**config.mk**
```make
export PLATFORM = sky130hd
export DESIGN_NAME = seven_segment_arbiter
export DESIGN_NICKNAME = d
export VERILOG_FILES = /design/src/rtl/seven_segment_arbiter.sv
export SDC_FILE = /design/constraint.sdc
export NUM_CORES = 1
export LEC_CHECK = 0
export ABC_AREA = 1
export CAP_MARGIN = 20
export CORE_ASPECT_RATIO = 1.2
export CORE_UTILIZATION = 42
export CTS_BUF_LIST = sky130_fd_sc_hd__clkbuf_4
export DETAILED_ROUTE_END_ITERATION = 10
export GPL_TIMING_DRIVEN = 0
export HOLD_SLACK_MARGIN = 0.05
export PLACE_DENSITY = 0.79
export SETUP_SLACK_MARGIN = 0.2
export SYNTH_ARGS = -nofsm -noshare
export SYNTH_HDL_FRONTEND = slang
export SYNTH_SLANG_ARGS = --single-unit
```
**constraint.sdc**
```tcl
create_clock -name clk_in -period 2.1 [get_ports clk_in]
set_input_delay 0.315 -clock clk_in [delete_from_list [all_inputs] [get_ports clk_in]]
set_output_delay 0.315 -clock clk_in [all_outputs]
set_load 0.005 [all_outputs]
```
**src/rtl/seven_segment_arbiter.sv**
```systemverilog
// Round-robin arbiter sharing one seven-segment display between NUM_REQ requesters.
// Each grant is held for HOLD_CYCLES unless its owner drops its request first.
module seven_segment_arbiter #(
    parameter int          NUM_REQ     = 4,
    parameter int          HOLD_CYCLES = 50_000_000,
    parameter logic [31:0] IDLE_VAL    = 32'h0000_0000
) (
    input  logic                       clk_in,
    input  logic                       rst_in,
    input  logic [NUM_REQ-1:0]         req_in,
    input  logic [NUM_REQ*32-1:0]      val_in,
    output logic [NUM_REQ-1:0]         grant_out,
    output logic [$clog2(NUM_REQ)-1:0] owner_out,
    output logic                       busy_out,
    output logic [31:0]                val_out
);

    localparam int          OW        = $clog2(NUM_REQ);
    localparam logic [31:0] HOLD_LAST = 32'(HOLD_CYCLES - 1);
    localparam logic [OW-1:0] LAST_IDX = OW'(NUM_REQ - 1);

    typedef enum logic {IDLE, HOLD} state_t;

    state_t              state_q, state_d;
    logic [OW-1:0]       owner_q, owner_d;
    logic [NUM_REQ-1:0]  grant_q, grant_d;
    logic [31:0]         cnt_q, cnt_d;
    logic [31:0]         val_q, val_d;

    logic [2*NUM_REQ-1:0] req_dbl;
    logic [NUM_REQ-1:0]   req_rot;
    logic [NUM_REQ-1:0]   scan;
    logic [OW-1:0]        pick;
    logic                 found;
    logic                 owner_req;
    logic [31:0]          owner_val;
    logic                 release_ev;

    // Rotate requests so bit 0 is owner+1 and the owner itself lands in the top bit.
    always_comb begin
        req_dbl = {req_in, req_in};
        req_rot = NUM_REQ'(req_dbl >> (int'(owner_q) + 1));
        scan    = req_rot;
        pick    = owner_q;
        found   = 1'b0;
        for (int j = 0; j < NUM_REQ; j++) begin
            if (!found && scan[0]) begin
                pick  = OW'((int'(owner_q) + 1 + j) % NUM_REQ);
                found = 1'b1;
            end
            scan = scan >> 1;
        end
    end

    always_comb begin
        owner_req  = |(req_in & (NUM_REQ'(1) << owner_q));
        owner_val  = 32'(val_in >> (32 * int'(owner_q)));
        release_ev = (cnt_q == HOLD_LAST) || !owner_req;
    end

    always_comb begin
        state_d = state_q;
        owner_d = owner_q;
        grant_d = grant_q;
        cnt_d   = cnt_q;
        val_d   = val_q;
        case (state_q)
            IDLE: begin
                if (|req_in) begin
                    state_d = HOLD;
                    owner_d = pick;
                    grant_d = NUM_REQ'(1) << pick;
                    cnt_d   = 32'd0;
                end
            end
            HOLD: begin
                val_d = owner_val;
                if (release_ev) begin
                    cnt_d = 32'd0;
                    if (req_in == '0) begin
                        // Owner is kept so the next scan starts after it.
                        state_d = IDLE;
                        grant_d = '0;
                    end else begin
                        owner_d = pick;
                        grant_d = NUM_REQ'(1) << pick;
                    end
                end else begin
                    cnt_d = cnt_q + 32'd1;
                end
            end
            default: state_d = IDLE;
        endcase
    end

    always_ff @(posedge clk_in or negedge rst_in) begin
        if (!rst_in) begin
            state_q <= IDLE;
            owner_q <= LAST_IDX;
            grant_q <= '0;
            cnt_q   <= 32'd0;
            val_q   <= IDLE_VAL;
        end else begin
            state_q <= state_d;
            owner_q <= owner_d;
            grant_q <= grant_d;
            cnt_q   <= cnt_d;
            val_q   <= val_d;
        end
    end

    assign grant_out = grant_q;
    assign owner_out = owner_q;
    assign busy_out  = (state_q == HOLD);
    assign val_out   = val_q;

endmodule

```
==> results of run 1 <==
-- routing by layer --
metal	vias to the layer above	share of wire	wire (µm)	global-route usage
met3	64	0.065	1130	0.0563
met2	234	0.51	8860	0.546
met1	2640	0.37	6530	0.330
met4	0	0.053	927	0.176
li1	2751	-	-	-
met5	-	0	0	0
-- worst max path at each step --
stage	to	depth (start not counted)	startpoint	slack (ns)
2_1_floorplan	grant_out[2]$_DFFE_PN0P_	13	owner_out[0]$_DFFE_PN1P_	0.21
4_1_cts	cnt_q[10]$_DFFE_PN0P_	13	owner_out[0]$_DFFE_PN1P_	0.12
3_5_place_dp	cnt_q[10]$_DFFE_PN0P_	12	owner_out[0]$_DFFE_PN1P_	-0.04
6_report	grant_out[3]$_DFFE_PN0P_	14	owner_out[0]$_DFFE_PN1P_	0.11
5_1_grt	cnt_q[17]$_DFFE_PN0P_	14	owner_out[0]$_DFFE_PN1P_	0.02
3_3_place_gp	val_out[18]$_DFFE_PN0P_	1	rst_in	-1.86
-- power by group through the flow --
stage	logic [mW]	registers [mW]	clock network (mW)
floorplan	2.38	2.08	0
global placement	4.16	2.08	0
detailed placement	4.22	2.09	0
CTS	4.77	2.05	0.908
global route	5.52	2.10	0.966
finish	5.06	2.06	0.894
-- logic make-up (layout without fill, tap and decap cells) --
kind of cell    count (synthesis)  after routing  share of synthesized area
compound gates                135            135                      0.152
xor+xnor                       18             18                     0.0328
fa+ha+maj                       5              5                     0.0130
buf+inv                        80            285                     0.0711
flops                          71             71                      0.371
simple gates                  411            411                      0.361
-- flip-flops by register name (all words and copies together), names as in the netlist --
register   cells
grant_out      4
owner_out      2
val_out       32
busy_out       1
cnt_q         32
-- what timing repair did --
action | CTS | global route
hold endpoints to repair | 27 | 0
hold buffers | 1 | 0
pin swaps | 12 | 15
endpoints found under the setup margin | 36 | 68
setup buffers | 11 | 3
cloned | 1 | 0
resized for setup | 24 | 42
-- layout by cell type (no fill, tap or decap), types with 4 or more instances in the layout --
master and instances:
buf_2 4, nand2_2 11, buf_6 7, buf_4 11, buf_1 5, nor3_1 9, nand3_1 36, inv_1 38
nand3_2 4, inv_2 4, xor2_1 14, clkbuf_4 11, clkbuf_1 11, o22ai_2 10, a31oi_1 32, o21ai_0 79
nor2_1 197, nor2_2 8, dfrtp_1 69, o21ai_2 4, clkbuf_2 4, nand4_1 9, nor2_4 5, nor3_2 4
clkdlybuf4s50_1 169, nand2_1 124, o21ai_1 6
-- layout make-up --
cell class,count,area [µm²],share of cell area
Buffer,35,246,0.0338
Clock buffer,9,67.6,0.00926
Clock inverter,7,63.8,0.00875
Inverter,45,181,0.0249
Multi-Input combinational cell,569,2850,0.390
Sequential cell,71,1780,0.244
Tap cell,154,193,0.0264
Timing Repair Buffer,189,1920,0.263
-- critical path, stage by stage (launching register included) --
cell       delay, ns
dfstp_2         0.60
inv_4           0.05
buf_8           0.12
clkbuf_16       0.14
ha_4            0.14
nand2_1         0.08
nand2_2         0.07
nor2_4          0.15
nor2_4          0.05
nand2_4         0.08
buf_12          0.12
buf_12          0.12
nand2_4         0.06
nand2_1         0.06
nand2_1         0.05
-- per-stage QoR --
stage,instance area (µm²),setup slack (ns),setup TNS [ns],std cells
6_report,7300,0.108,0,1079
4_1_cts,7160,0.118,0,1076
3_3_place_gp,6760,-1.86,-130.20,1046
5_1_grt,7300,0.0233,0,1079
2_1_floorplan,4850,0.212,0,720
3_5_place_dp,6790,-0.0395,-0.304,1047
-- cell usage after synthesis (2+ instances only) --
cell type | n | area (µm²)
a31oi_1 | 32 | 200
nor2_4 | 2 | 22.5
a21oi_1 | 4 | 20.0
nand2_4 | 2 | 22.5
clkbuf_1 | 13 | 48.8
nand2_1 | 132 | 495
nand3_1 | 36 | 180
o21ai_0 | 83 | 415
nor3_1 | 9 | 45.0
buf_2 | 9 | 45.0
xnor2_1 | 4 | 35.0
nand3_2 | 4 | 40.0
o22ai_1 | 10 | 62.6
xor2_1 | 14 | 123
o21ai_1 | 6 | 30.0
nor3_2 | 4 | 40.0
ha_1 | 5 | 62.6
nor2_1 | 201 | 754
nor2_2 | 7 | 43.8
inv_2 | 7 | 26.3
dfstp_2 | 2 | 52.6
buf_1 | 9 | 33.8
inv_1 | 38 | 143
buf_6 | 2 | 22.5
nand2_2 | 4 | 25.0
nand4_1 | 9 | 56.3
dfrtp_1 | 69 | 1730
==> flow_metrics.tcl, run 1 <==
set metrics [dict create \
    grt_pass1_vias 5741 \
    path_max_fanout 6 \
    antenna_cells 0 \
    grt_usage 0.304 \
    irDropWorstVdd_mv 0.591 \
    combPwrFrac 0.631 \
    slew_headroom 0.615 \
    total_power_mw 8.01 \
    start_util 0.433 \
    yosysSeqAreaShare 0.371 \
    synth_area_mm2 0.00480 \
    min_path_type "in -> async" \
    die_h_um 119 \
    clock_latency_ns 0.46 \
    drt-total-wl_um 17500 \
    synth_area_per_cell_um2 6.67 \
    clock_sinks 71 \
    timing.hold.ws_ns 0.317 \
    io_pins 173 \
    power_density_mw_per_mm2 1100 \
    fmax_mhz 502 \
    crit_path_start_kind "flip-flop" \
    vias 5689 \
    dieArea_mm2 0.0119 \
    rrSetupSlack_ns 0.11 \
    async_flop_share 1.00 \
    via_per_inst 5.27 \
    maxSlewViolCount 0 \
    worstSetupPathType "reg -> reg" \
    r2r_end "grant_out[3]$_DFFE_PN0P_" \
    swShare 0.425 \
    yosys_most_used_dff "dfrtp_1" \
    arrival_ns 2.35 \
    ff2ff_path_depth 14 \
    worst_pin_slew_ns 0.577 \
    drtAntennaViolNets 0 \
    synth_edf_count 0 \
    p_clk_frac 0.112 \
    grt_pass1_wl_um 27800 \
    crit_required_ns 2.46 \
    fin_crit_ns 1.99 \
    num_rows 42 \
    final_util 0.658 \
    r2r_start "owner_out[0]$_DFFE_PN1P_" \
    clock_skew_ns 0.0146 \
    die_w_um 99.6 \
    ys_ff_latch 71 \
    status "completed" \
    drt-wirelength-per-cell_um 16.2 \
    syn_to_final_growth_pct 51.9 \
    hold_viol 0 \
    drcViolationCount 0 \
    drive_gt1_frac 0.121 \
    fin_nets 1059 \
    grt_max_degree 43 \
    cts_tree "built" \
    drt_iter0_drc 294 \
    gp_congestion 1.00 \
    coreArea_mm2 0.0111 \
    grt.overflow.total 0 \
    syn_inst 720 \
    ys_types 30 \
    p_switching_mw 3.41 \
    cp-end-kind "flip-flop" \
    dr.pass1.iters 5 \
    setup_viol_count_final 0 \
    p_leak_nw 2.95 \
    synth.net_count 859 \
    htreeDepth 3 \
    antenna_found_initial 0 \
    drv_cap 0 \
    io_buffers 172 \
    cts_buffer_depth 2 \
    cts_buffers 9 \
    p_seq_frac 0.257 \
    period_share 0.949 \
    dpl.hpwl_um 13000 \
    clock-root-buffer "clkbuf_4" \
    rsz0062_at_grt "true" \
    internal_power_mw 4.61 \
    yosys_warnings 0 \
    cts.clk_slew.worst_paths_ns 0.13 \
    final.fill_count 964 \
]
(Power assumes the default switching activity.)
==> inputs of run 2 (changes only) <==
--- a/config.mk
+++ b/config.mk
@@ -15,6 +15,7 @@
 export HOLD_SLACK_MARGIN = 0.05
 export PLACE_DENSITY = 0.79
 export SETUP_SLACK_MARGIN = 0.2
+export SKIP_LAST_GASP = 1
 export SYNTH_ARGS = -nofsm -noshare
 export SYNTH_HDL_FRONTEND = slang
 export SYNTH_SLANG_ARGS = --single-unit
==> results of run 2 <==
Same layout as run 1: the final DEF is identical, and so are final timing and power.
==> inputs of run 3 (changes only) <==
--- a/config.mk
+++ b/config.mk
@@ -7,13 +7,12 @@
 export LEC_CHECK = 0
 export ABC_AREA = 1
 export CAP_MARGIN = 20
-export CORE_ASPECT_RATIO = 1.2
-export CORE_UTILIZATION = 42
+export CORE_UTILIZATION = 45
 export CTS_BUF_LIST = sky130_fd_sc_hd__clkbuf_4
 export DETAILED_ROUTE_END_ITERATION = 10
 export GPL_TIMING_DRIVEN = 0
 export HOLD_SLACK_MARGIN = 0.05
-export PLACE_DENSITY = 0.79
+export PLACE_DENSITY = 0.8
 export SETUP_SLACK_MARGIN = 0.2
 export SKIP_LAST_GASP = 1
 export SYNTH_ARGS = -nofsm -noshare
==> constraint.sdc (replaced) <==
create_clock -name clk_in -period 2.5 [get_ports clk_in]
set_input_delay 0.375 -clock clk_in [delete_from_list [all_inputs] [get_ports clk_in]]
set_output_delay 0.375 -clock clk_in [all_outputs]
set_load 0.005 [all_outputs]
==> flow_metrics.tcl, run 3 (synthesis gave the netlist of run 1 again) <==
set metrics [dict create \
    final_util 0.662 \
    drcViolationCount 0 \
    io_pins 173 \
    status "completed" \
    io_buffers 172 \
    grt_usage 0.315 \
    slew_headroom 0.633 \
    maxSlewViolCount 0 \
    drt-total-wl_um 16800 \
    path_max_fanout 11 \
    clock_latency_ns 0.42 \
    power_density_mw_per_mm2 864 \
    setup_viol_count_final 0 \
    worstSetupPathType "reg -> reg" \
    grt_pass1_wl_um 27600 \
    clock_skew_ns 0.0104 \
    htreeDepth 3 \
    grt_max_degree 71 \
    fin_crit_ns 2.14 \
    crit_path_start_kind "flip-flop" \
    cts_setup_buffers 0 \
    coreArea_mm2 0.0103 \
    drive_gt1_frac 0.0693 \
    fin_nets 1043 \
    antenna_cells 0 \
    grt_pass1_vias 5664 \
    gp_congestion 0.932 \
    start_util 0.465 \
    antenna_found_initial 0 \
    drtAntennaViolNets 0 \
    cts.clk_slew.worst_paths_ns 0.12 \
    worst_pin_slew_ns 0.550 \
    irDropWorstVdd_mv 0.480 \
    period_share 0.858 \
    rsz0062_at_grt "false" \
    drt_iter0_drc 376 \
    dieArea_mm2 0.0111 \
    die_w_um 105 \
    cts_tree "built" \
    grt.overflow.total 0 \
    drt-wirelength-per-cell_um 16.1 \
    drv_cap 0 \
    syn_to_final_growth_pct 42.4 \
    crit_required_ns 2.81 \
    clock_sinks 71 \
    hold_viol 0 \
    placed_cells 1029 \
    arrival_ns 2.45 \
    fmax_mhz 466 \
    layout.cells.most_common_list "nor2_1, clkdlybuf4s50_1, nand2_1, o21ai_0, dfrtp_1" \
    via_per_inst 5.38 \
    final_common_cell "nor2_1" \
    vias 5619 \
    dr.pass1.iters 5 \
    num_rows 37 \
    cp-end-kind "flip-flop" \
    dpl.hpwl_um 13200 \
    die_h_um 105 \
    timing.hold.ws_ns 0.277 \
    clock-root-buffer "clkbuf_4" \
    min_path_type "in -> async" \
    cts_buffers 9 \
    instances_no_fill 1045 \
    p_leak_nw 2.79 \
    cts_buffer_depth 2 \
]
==> run 3: changes by cell type in the layout (fill, tap and decap cells not counted), moves of 5 or more <==
cell and change:
buf_6 -5, nand2_1 +8, o22ai_1 +10, o22ai_2 -10, buf_4 -9, buf_2 +6, nand2_2 -7
==> run 3: what timing repair did <==
item | CTS | global route
gates resized for setup | 1 | 2
hold buffers | 1 | 0
hold endpoints to repair | 69 | 0
cloned | 0 | 0
pin swaps | 0 | 0
endpoints found under the setup margin | 34 | 25
==> run 3: layer usage <==
layer	GRT usage	vias up	share of wire
li1	-	2719	-
met1	0.373	2592	0.40
met2	0.551	263	0.49
met3	0.0643	45	0.075
met4	0.134	0	0.034
met5	0	-	0
==> run 3: final timing paths <==
| kind | slack [ns] | cells after the start | from | to |
|---|---|---|---|---|
| max in group asynchronous | 1.66 | 3 | rst_in | owner_out[1]$_DFFE_PN1P_ |
| hold / removal | 0.28 | 2 | rst_in | val_out[11]$_DFFE_PN0P_ |
| setup reg to reg | 0.36 | 11 | owner_out[1]$_DFFE_PN1P_ | cnt_q[9]$_DFFE_PN0P_ |
| min in group clk_in | 0.50 | 2 | grant_out[3]$_DFFE_PN0P_ | grant_out[3]$_DFFE_PN0P_ |
| hold reg to reg | 0.50 | 2 | grant_out[3]$_DFFE_PN0P_ | grant_out[3]$_DFFE_PN0P_ |
| setup / recovery | 0.36 | 11 | owner_out[1]$_DFFE_PN1P_ | cnt_q[9]$_DFFE_PN0P_ |
==> run 3: report_power, final <==
part	total (mW)	internal (mW)	switching, mW
combinational	3.53	1.57	1.96
sequential	1.72	1.50	0.221
clock	0.657	0.243	0.414
total	5.91	3.32	2.60
==> run 3: area by class of cell <==
cell class	count	area, µm²
plain buffers	34	170
clock inverters	3	12.5
well taps	136	170
inverters	45	169
repair buffers	174	1760
clock buffers	13	97.6
multi-input cells	569	2680
fillers	899	3480
flip-flops and latches	71	1780
==> run 3: worst max-delay path: stages (launching register included) <==
cell and delay, ns:
dfstp_2 0.60, inv_2 0.11, buf_2 0.22, ha_1 0.21, nand2_1 0.06, nand2_1 0.06
nor2_2 0.20, nor2_1 0.10, nand2_4 0.10, buf_6 0.15, buf_8 0.14, o22ai_1 0.08
==> run 3: stage by stage <==
| stage | instance area [µm²] | power [mW] | TNS [ns] | setup slack, ns |
|---|---|---|---|---|
| after floorplan | 4800 | 3.69 | 0 | 0.479 |
| after global placement | 6690 | 5.15 | -100.18 | -1.44 |
| after detailed placement | 6720 | 5.23 | 0 | 0.0194 |
| after CTS | 6840 | 5.90 | 0 | 0.220 |
| after global routing | 6840 | 6.35 | 0 | 0.213 |
| final | 6840 | 5.91 | 0 | 0.355 |
